===== src/rtl/hdmi_i2c_pkg.sv =====
`default_nettype none
// ============================================================================
// Module      : hdmi_i2c_pkg
// Description : Shared types and constants for the ADV7511 I2C init sequencer.
//               Optional build macro used by the sequencer: HDMI_I2C_MUX_EN.
// Revision    : 1.0 - initial release
// ============================================================================
package hdmi_i2c_pkg;

    typedef enum logic [3:0] {
        ST_IDLE  = 4'd0,
        ST_START = 4'd1,
        ST_BIT   = 4'd2,
        ST_ACK   = 4'd3,
        ST_STOP  = 4'd4,
        ST_GAP   = 4'd5,
        ST_NEXT  = 4'd6,
        ST_DONE  = 4'd7,
        ST_ERR   = 4'd8
    } i2c_state_t;

    // Number of register writes in the ADV7511 init table
    localparam logic [4:0] NUM_REGS    = 5'd12;

    // Error index reported when the PCA9548 mux write is NACKed
    localparam logic [4:0] MUX_ERR_IDX = 5'd31;

    typedef struct packed {
        logic [7:0] reg_addr;
        logic [7:0] data;
    } i2c_entry_t;

endpackage
`default_nettype wire


===== src/rtl/adv7511_init_rom.sv =====
`default_nettype none
// ============================================================================
// Module      : adv7511_init_rom
// Description : Combinational lookup of the ADV7511 power-up register table.
//               Selects 16-bit YCbCr 4:2:2 input with separate syncs.
// Revision    : 1.0 - initial release
// ============================================================================
module adv7511_init_rom
    import hdmi_i2c_pkg::*;
(
    input  logic [4:0] i_idx,
    output i2c_entry_t o_entry
);

    // Fixed table; indices past the end read as zero
    always_comb begin
        o_entry = '{reg_addr: 8'h00, data: 8'h00};
        case (i_idx)
            5'd0:    o_entry = '{reg_addr: 8'h41, data: 8'h10};
            5'd1:    o_entry = '{reg_addr: 8'h98, data: 8'h03};
            5'd2:    o_entry = '{reg_addr: 8'h9A, data: 8'hE0};
            5'd3:    o_entry = '{reg_addr: 8'h9C, data: 8'h30};
            5'd4:    o_entry = '{reg_addr: 8'h9D, data: 8'h61};
            5'd5:    o_entry = '{reg_addr: 8'hA2, data: 8'hA4};
            5'd6:    o_entry = '{reg_addr: 8'hA3, data: 8'hA4};
            5'd7:    o_entry = '{reg_addr: 8'hE0, data: 8'hD0};
            5'd8:    o_entry = '{reg_addr: 8'hF9, data: 8'h00};
            5'd9:    o_entry = '{reg_addr: 8'h15, data: 8'h01};
            5'd10:   o_entry = '{reg_addr: 8'h16, data: 8'hB5};
            5'd11:   o_entry = '{reg_addr: 8'hAF, data: 8'h06};
            default: o_entry = '{reg_addr: 8'h00, data: 8'h00};
        endcase
    end

endmodule
`default_nettype wire


===== src/rtl/hdmi_i2c_init.sv =====
`default_nettype none
// ============================================================================
// Module      : hdmi_i2c_init
// Description : Power-up I2C write sequencer for the KC705 ADV7511 HDMI
//               transmitter. Walks the init table issuing START/addr/reg/data
//               /STOP writes. Define HDMI_I2C_MUX_EN to first select the HDMI
//               channel of the PCA9548 bus mux.
// Revision    : 1.0 - initial release
// ============================================================================
module hdmi_i2c_init
    import hdmi_i2c_pkg::*;
#(
    parameter int         CLK_HZ   = 200_000_000,
    parameter int         SCL_HZ   = 100_000,
    parameter logic [6:0] DEV_ADDR = 7'h39,
    parameter logic [6:0] MUX_ADDR = 7'h74,
    parameter logic [7:0] MUX_CHAN = 8'h20
)(
    input  logic       sys0_clk,
    input  logic       sys0_rstn,
    input  logic       start,
    output logic       busy,
    output logic       done,
    output logic       error,
    output logic [4:0] err_idx,
    output logic       scl_o,
    output logic       sda_oe,
    input  logic       sda_i
);

    localparam int               c_q_div  = CLK_HZ / (4 * SCL_HZ);
    localparam int               c_q_w    = (c_q_div > 1) ? $clog2(c_q_div) : 1;
    localparam logic [c_q_w-1:0] c_q_last = c_q_w'(c_q_div - 1);

`ifdef HDMI_I2C_MUX_EN
    localparam logic c_mux_en = 1'b1;
`else
    localparam logic c_mux_en = 1'b0;
    logic w_unused_mux;
    assign w_unused_mux = ^{MUX_ADDR, MUX_CHAN};
`endif

    i2c_state_t       r_state;
    logic [c_q_w-1:0] r_qcnt;
    logic [1:0]       r_phase;
    logic [2:0]       r_bit;
    logic [1:0]       r_byte;
    logic [7:0]       r_shift;
    logic [4:0]       r_idx;
    logic             r_nack;
    logic             r_mux;

    logic             w_qtick;
    logic [1:0]       w_sel;
    logic [1:0]       w_last_byte;
    logic [7:0]       w_sel_byte;
    i2c_entry_t       w_entry;

    adv7511_init_rom u_rom (
        .i_idx   (r_idx),
        .o_entry (w_entry)
    );

    assign w_qtick     = (r_qcnt == c_q_last);
    // Byte to load: position 0 after START, next position after an ACK
    assign w_sel       = (r_state == ST_ACK) ? (r_byte + 2'd1) : 2'd0;
    assign w_last_byte = r_mux ? 2'd1 : 2'd2;

    // Select the byte transmitted at a given position of the current write
    always_comb begin
        w_sel_byte = {DEV_ADDR, 1'b0};
        case (w_sel)
            2'd1:    w_sel_byte = w_entry.reg_addr;
            2'd2:    w_sel_byte = w_entry.data;
            default: w_sel_byte = {DEV_ADDR, 1'b0};
        endcase
`ifdef HDMI_I2C_MUX_EN
        if (r_mux) begin
            w_sel_byte = (w_sel == 2'd0) ? {MUX_ADDR, 1'b0} : MUX_CHAN;
        end
`endif
    end

    // Free-running quarter-bit divider
    always_ff @(posedge sys0_clk or negedge sys0_rstn) begin
        if (!sys0_rstn) begin
            r_qcnt <= '0;
        end else if (w_qtick) begin
            r_qcnt <= '0;
        end else begin
            r_qcnt <= r_qcnt + 1'b1;
        end
    end

    // Sequencer FSM: each bus phase is applied on a qtick, with the four
    // phases of a state taken in order before moving to the next state
    always_ff @(posedge sys0_clk or negedge sys0_rstn) begin
        if (!sys0_rstn) begin
            r_state <= ST_IDLE;
            r_phase <= 2'd0;
            r_bit   <= 3'd0;
            r_byte  <= 2'd0;
            r_shift <= 8'h00;
            r_idx   <= 5'd0;
            r_nack  <= 1'b0;
            r_mux   <= 1'b0;
            scl_o   <= 1'b1;
            sda_oe  <= 1'b0;
            busy    <= 1'b0;
            done    <= 1'b0;
            error   <= 1'b0;
            err_idx <= 5'd0;
        end else begin
            case (r_state)
                ST_IDLE, ST_DONE, ST_ERR: begin
                    scl_o  <= 1'b1;
                    sda_oe <= 1'b0;
                    if (start) begin
                        done    <= 1'b0;
                        error   <= 1'b0;
                        busy    <= 1'b1;
                        r_idx   <= 5'd0;
                        r_nack  <= 1'b0;
                        r_phase <= 2'd0;
                        r_mux   <= c_mux_en;
                        r_state <= ST_START;
                    end
                end
                ST_START: if (w_qtick) begin
                    r_phase <= r_phase + 2'd1;
                    case (r_phase)
                        2'd0: begin scl_o <= 1'b1; sda_oe <= 1'b0; end
                        2'd1: sda_oe <= 1'b1;
                        2'd2: ;
                        default: begin
                            scl_o   <= 1'b0;
                            r_byte  <= 2'd0;
                            r_bit   <= 3'd0;
                            r_shift <= w_sel_byte;
                            r_state <= ST_BIT;
                        end
                    endcase
                end
                ST_BIT: if (w_qtick) begin
                    r_phase <= r_phase + 2'd1;
                    case (r_phase)
                        2'd0: begin scl_o <= 1'b0; sda_oe <= ~r_shift[7]; end
                        2'd1: scl_o <= 1'b1;
                        2'd2: ;
                        default: begin
                            scl_o   <= 1'b0;
                            r_shift <= {r_shift[6:0], 1'b0};
                            r_bit   <= r_bit + 3'd1;
                            if (r_bit == 3'd7) begin
                                r_state <= ST_ACK;
                            end
                        end
                    endcase
                end
                ST_ACK: if (w_qtick) begin
                    r_phase <= r_phase + 2'd1;
                    case (r_phase)
                        2'd0: begin scl_o <= 1'b0; sda_oe <= 1'b0; end
                        2'd1: scl_o <= 1'b1;
                        2'd2: r_nack <= sda_i;
                        default: begin
                            scl_o <= 1'b0;
                            if (r_nack || (r_byte == w_last_byte)) begin
                                r_state <= ST_STOP;
                            end else begin
                                r_byte  <= r_byte + 2'd1;
                                r_shift <= w_sel_byte;
                                r_state <= ST_BIT;
                            end
                        end
                    endcase
                end
                ST_STOP: if (w_qtick) begin
                    r_phase <= r_phase + 2'd1;
                    case (r_phase)
                        2'd0: sda_oe <= 1'b1;
                        2'd1: scl_o <= 1'b1;
                        2'd2: sda_oe <= 1'b0;
                        default: begin
                            if (r_nack) begin
                                error   <= 1'b1;
                                busy    <= 1'b0;
                                err_idx <= r_mux ? MUX_ERR_IDX : r_idx;
                                r_state <= ST_ERR;
                            end else begin
                                r_state <= ST_GAP;
                            end
                        end
                    endcase
                end
                ST_GAP: if (w_qtick) begin
                    r_phase <= r_phase + 2'd1;
                    if (r_phase == 2'd3) begin
                        r_state <= ST_NEXT;
                    end
                end
                ST_NEXT: begin
                    // The mux write does not consume a table entry
                    if (r_mux) begin
                        r_mux   <= 1'b0;
                        r_state <= ST_START;
                    end else begin
                        r_idx <= r_idx + 5'd1;
                        if ((r_idx + 5'd1) == NUM_REGS) begin
                            done    <= 1'b1;
                            busy    <= 1'b0;
                            r_state <= ST_DONE;
                        end else begin
                            r_state <= ST_START;
                        end
                    end
                end
                default: r_state <= ST_IDLE;
            endcase
        end
    end

endmodule
`default_nettype wire

===== config.mk =====
export PLATFORM = sky130hd
export DESIGN_NAME = hdmi_i2c_init
export DESIGN_NICKNAME = d
export VERILOG_FILES = /design/src/rtl/hdmi_i2c_pkg.sv /design/src/rtl/adv7511_init_rom.sv /design/src/rtl/hdmi_i2c_init.sv
export SDC_FILE = /design/constraint.sdc
export NUM_CORES = 1
export LEC_CHECK = 0
export ABC_AREA = 1
export CORE_MARGIN = 5
export CORE_UTILIZATION = 40
export DETAILED_ROUTE_END_ITERATION = 8
export HOLD_SLACK_MARGIN = 0.06
export PLACE_DENSITY = 0.55
export SYNTH_ARGS = -nofsm -noshare
export SYNTH_HDL_FRONTEND = slang
export SYNTH_SLANG_ARGS = --single-unit

===== constraint.sdc =====
create_clock -name sys0_clk -period 2 [get_ports sys0_clk]
set_clock_uncertainty 0.05 [all_clocks]
set_input_delay 0.3 -clock sys0_clk [delete_from_list [all_inputs] [get_ports sys0_clk]]
set_output_delay 0.3 -clock sys0_clk [all_outputs]
set_load 0.1 [all_outputs]

==> results_dict.tcl <==
set metrics [dict create \
    p_leak_nw 1.656 \
    synthesis.area_mm2 0.002811 \
    cp.required_ps 2140 \
    hpwl_um 5099 \
    period_minus_slack_ps 1838 \
    synth_seq_area_share 0.3921 \
    path_class "register to register" \
    hp-class "register to register" \
    grt_pass1_vias 2503 \
    syn2layout_area_growth_pct 18.82 \
    rsz0062_at_grt "false" \
    cts_inserted_buffers 5 \
    overflow 0 \
    critPathLaunchType "register" \
    final-instance-count-excl-fill 521 \
    diodes 0 \
    tightest_slew_ps 459.9 \
    min_path_cells 1 \
    routedWlPerCell_um 12.77 \
    clock_path_buffers 2 \
    rows 30 \
    wirelength_um 6655 \
    min_from "r_qcnt[0]" \
    syn_nets 411 \
    numPortBuffers 13 \
    critPathSlowestCell "dfrtp_1" \
    syn_area_per_cell_um2 7.246 \
    powerDensity_mw_per_mm2 1086 \
    max_cap_violations 0 \
    core_area_mm2 0.006832 \
    clock.fmax_ghz 0.5441 \
    route.detailed.drc 0 \
    fin_setup_tns_ps 0 \
    htreeDepth 2 \
    cp.arrival_ps 1980 \
    drtAntennaViolNets 0 \
    clk_pin_slew_worst_paths_ps 90 \
    nets 447 \
    r2r_cells 13 \
    synth_warnings 0 \
    final_hold_viol_count 0 \
    slowest_delay_ps 400 \
    mostFrequentLayoutCells "nand2_1 (107), dfrtp_1 (42), inv_1 (38)" \
    finalCritPeriodShare 0.9189 \
    initialDrtViolationCount 96 \
    ios 14 \
    r2r_slack_ps 160 \
    finalSetupViolCount 0 \
    grt_start_max_net_pins 27 \
    crit_fanout 5 \
    antenna_found_initial 0 \
    slew_viol_final 0 \
    grt_pass1_wl_um 11430 \
    ys_ff_latch 44 \
    drive_gt1_frac 0.1694 \
    gp_congestion 0.8995 \
    ir_worst_vdd_mv 0.4166 \
    dp.cells 509 \
    dr.pass1.iters 4 \
    route.detailed.vias_per_inst 4.927 \
    cp_cell_sequence "inv_2 -> nand2_1 -> nor2_2 -> inv_2 -> nor2_2 -> inv_1 -> ha_4 -> nor2_4 -> buf_4 -> nand3b_1 -> nand3_1 -> nand2_1 -> inv_1" \
    clkLatencyLatePin_ps 300 \
    synthDistinctLibCells 31 \
    start_util 0.4115 \
    grt.total_usage 0.1616 \
    reg2reg_from "r_state[2]" \
    syn_inst 388 \
    cp-end-kind "register" \
    clock-sinks 44 \
    final_common_cell "nand2_1" \
    r2r-end "r_shift[3]" \
    status "finished clean" \
    die_x_um 93.84 \
    tritoncts "built" \
    relSlewSlack 0.6934 \
    via_count 2567 \
    dieHeight_um 93.84 \
    die-area_mm2 0.008805 \
    holdPathEnd "r_qcnt[0]" \
    cts_root_buf "clkbuf_8" \
]
area by class of cell:
class                           count  area (um2)
Multi-Input combinational cell    292        1550
Fill cell                         749        3491
Clock inverter                      2       35.03
Timing Repair Buffer               33       277.8
Inverter                           48       181.4
Tap cell                           96       120.1
Sequential cell                    44        1104
Clock buffer                        6       72.57
cells by family after synthesis:
kind of cell / Yosys count / share of synthesized area
and+or+nand+nor: 208 / 0.3249
AOI/OAI and AO/OA: 63 / 0.1184
buffers and inverters: 52 / 0.07387
DFF: 44 / 0.3921
adders and majority gates: 19 / 0.08456
xor gates and xnor gates: 2 / 0.006232
where the power goes:
group / leakage (nW) / switching (mW) / internal [mW]
clock network: 0.0552 / 0.309 / 0.371
logic: 1.01 / 1.28 / 0.620
registers: 0.588 / 0.0644 / 0.985
worst max path at each step:
stage	start	endpoint	slack (ps)	depth (start not counted)
floorplan	r_state[2]	r_shift[2]	50	12
global placement	r_state[2]	r_shift[2]	40	12
detailed placement	r_state[2]	r_shift[2]	2	12
CTS	r_state[2]	r_shift[2]	0.2	12
global route	r_idx[0]	r_state[2]	0.03	9
finish	r_state[2]	r_shift[3]	160	13
metrics by stage:
stage	area [um2]	total power, mW	utilization	worst slack [ps]	hold WS [ps]
after CTS	3271	3.578	0.4788	0.2052	418.7
after detailed placement	3151	2.874	0.4612	2.379	231.1
after global routing	3341	3.898	0.4890	0.02931	454.2
final	3341	3.629	0.4890	162.2	413.9
after global placement	3151	2.869	0.4612	43.48	221.8
after floorplan	2811	2.328	-	54.00	-45.59
sequential cells by signal, indices dropped and copies added, names as in the netlist:
register	flops
busy	1
done	1
err_idx	5
error	1
r_bit	3
r_byte	2
r_idx	5
r_nack	1
r_phase	2
r_qcnt	9
r_shift	8
r_state	4
scl_o	1
sda_oe	1
metal layers:
metal / up-vias / GRT usage / share of wire
li1: 1329 / - / -
met5: - / 0 / 0
met1: 1190 / 0.2087 / 0.48
met3: 7 / 0.02404 / 0.031
met4: 0 / 0.04934 / 0.011
met2: 41 / 0.2774 / 0.48
worst max-delay path, delay by kind of cell, from the launching register on:
| family | cells | cell delay, ps |
|---|---|---|
| buf+inv | 5 | 400 |
| fa+ha+maj | 1 | 270 |
| simple gates | 7 | 610 |
| flops | 1 | 400 |
cell usage after synthesis (all sizes together):
library cell    n  area (um2)
a21oi          16       83.83
a31oi           2       12.51
and3            1       6.260
buf             4       26.27
clkinv          4       16.26
dfrtp          43        1076
dfstp           1       26.28
ha             19       237.7
inv            44       165.2
nand2         113       439.2
nand3          33       175.2
nand3b          2       15.01
nand4           8       50.05
nor2           47       206.5
nor3            3       15.01
o211ai          1       7.510
o21ai          41       209.0
o22ai           2       12.51
o31ai           1       7.510
or2             1       6.260
xor2            2       17.52
repair_timing:
item / CTS / global route
setup buffers: 0 / 3
endpoints found under the hold margin: 18 / 0
resized for setup: 1 / 14
pin swaps: 0 / 3
setup endpoints to repair: 1 / 11
hold buffers: 1 / 0
No activity file was read; power rests on OpenSTA's default activity.
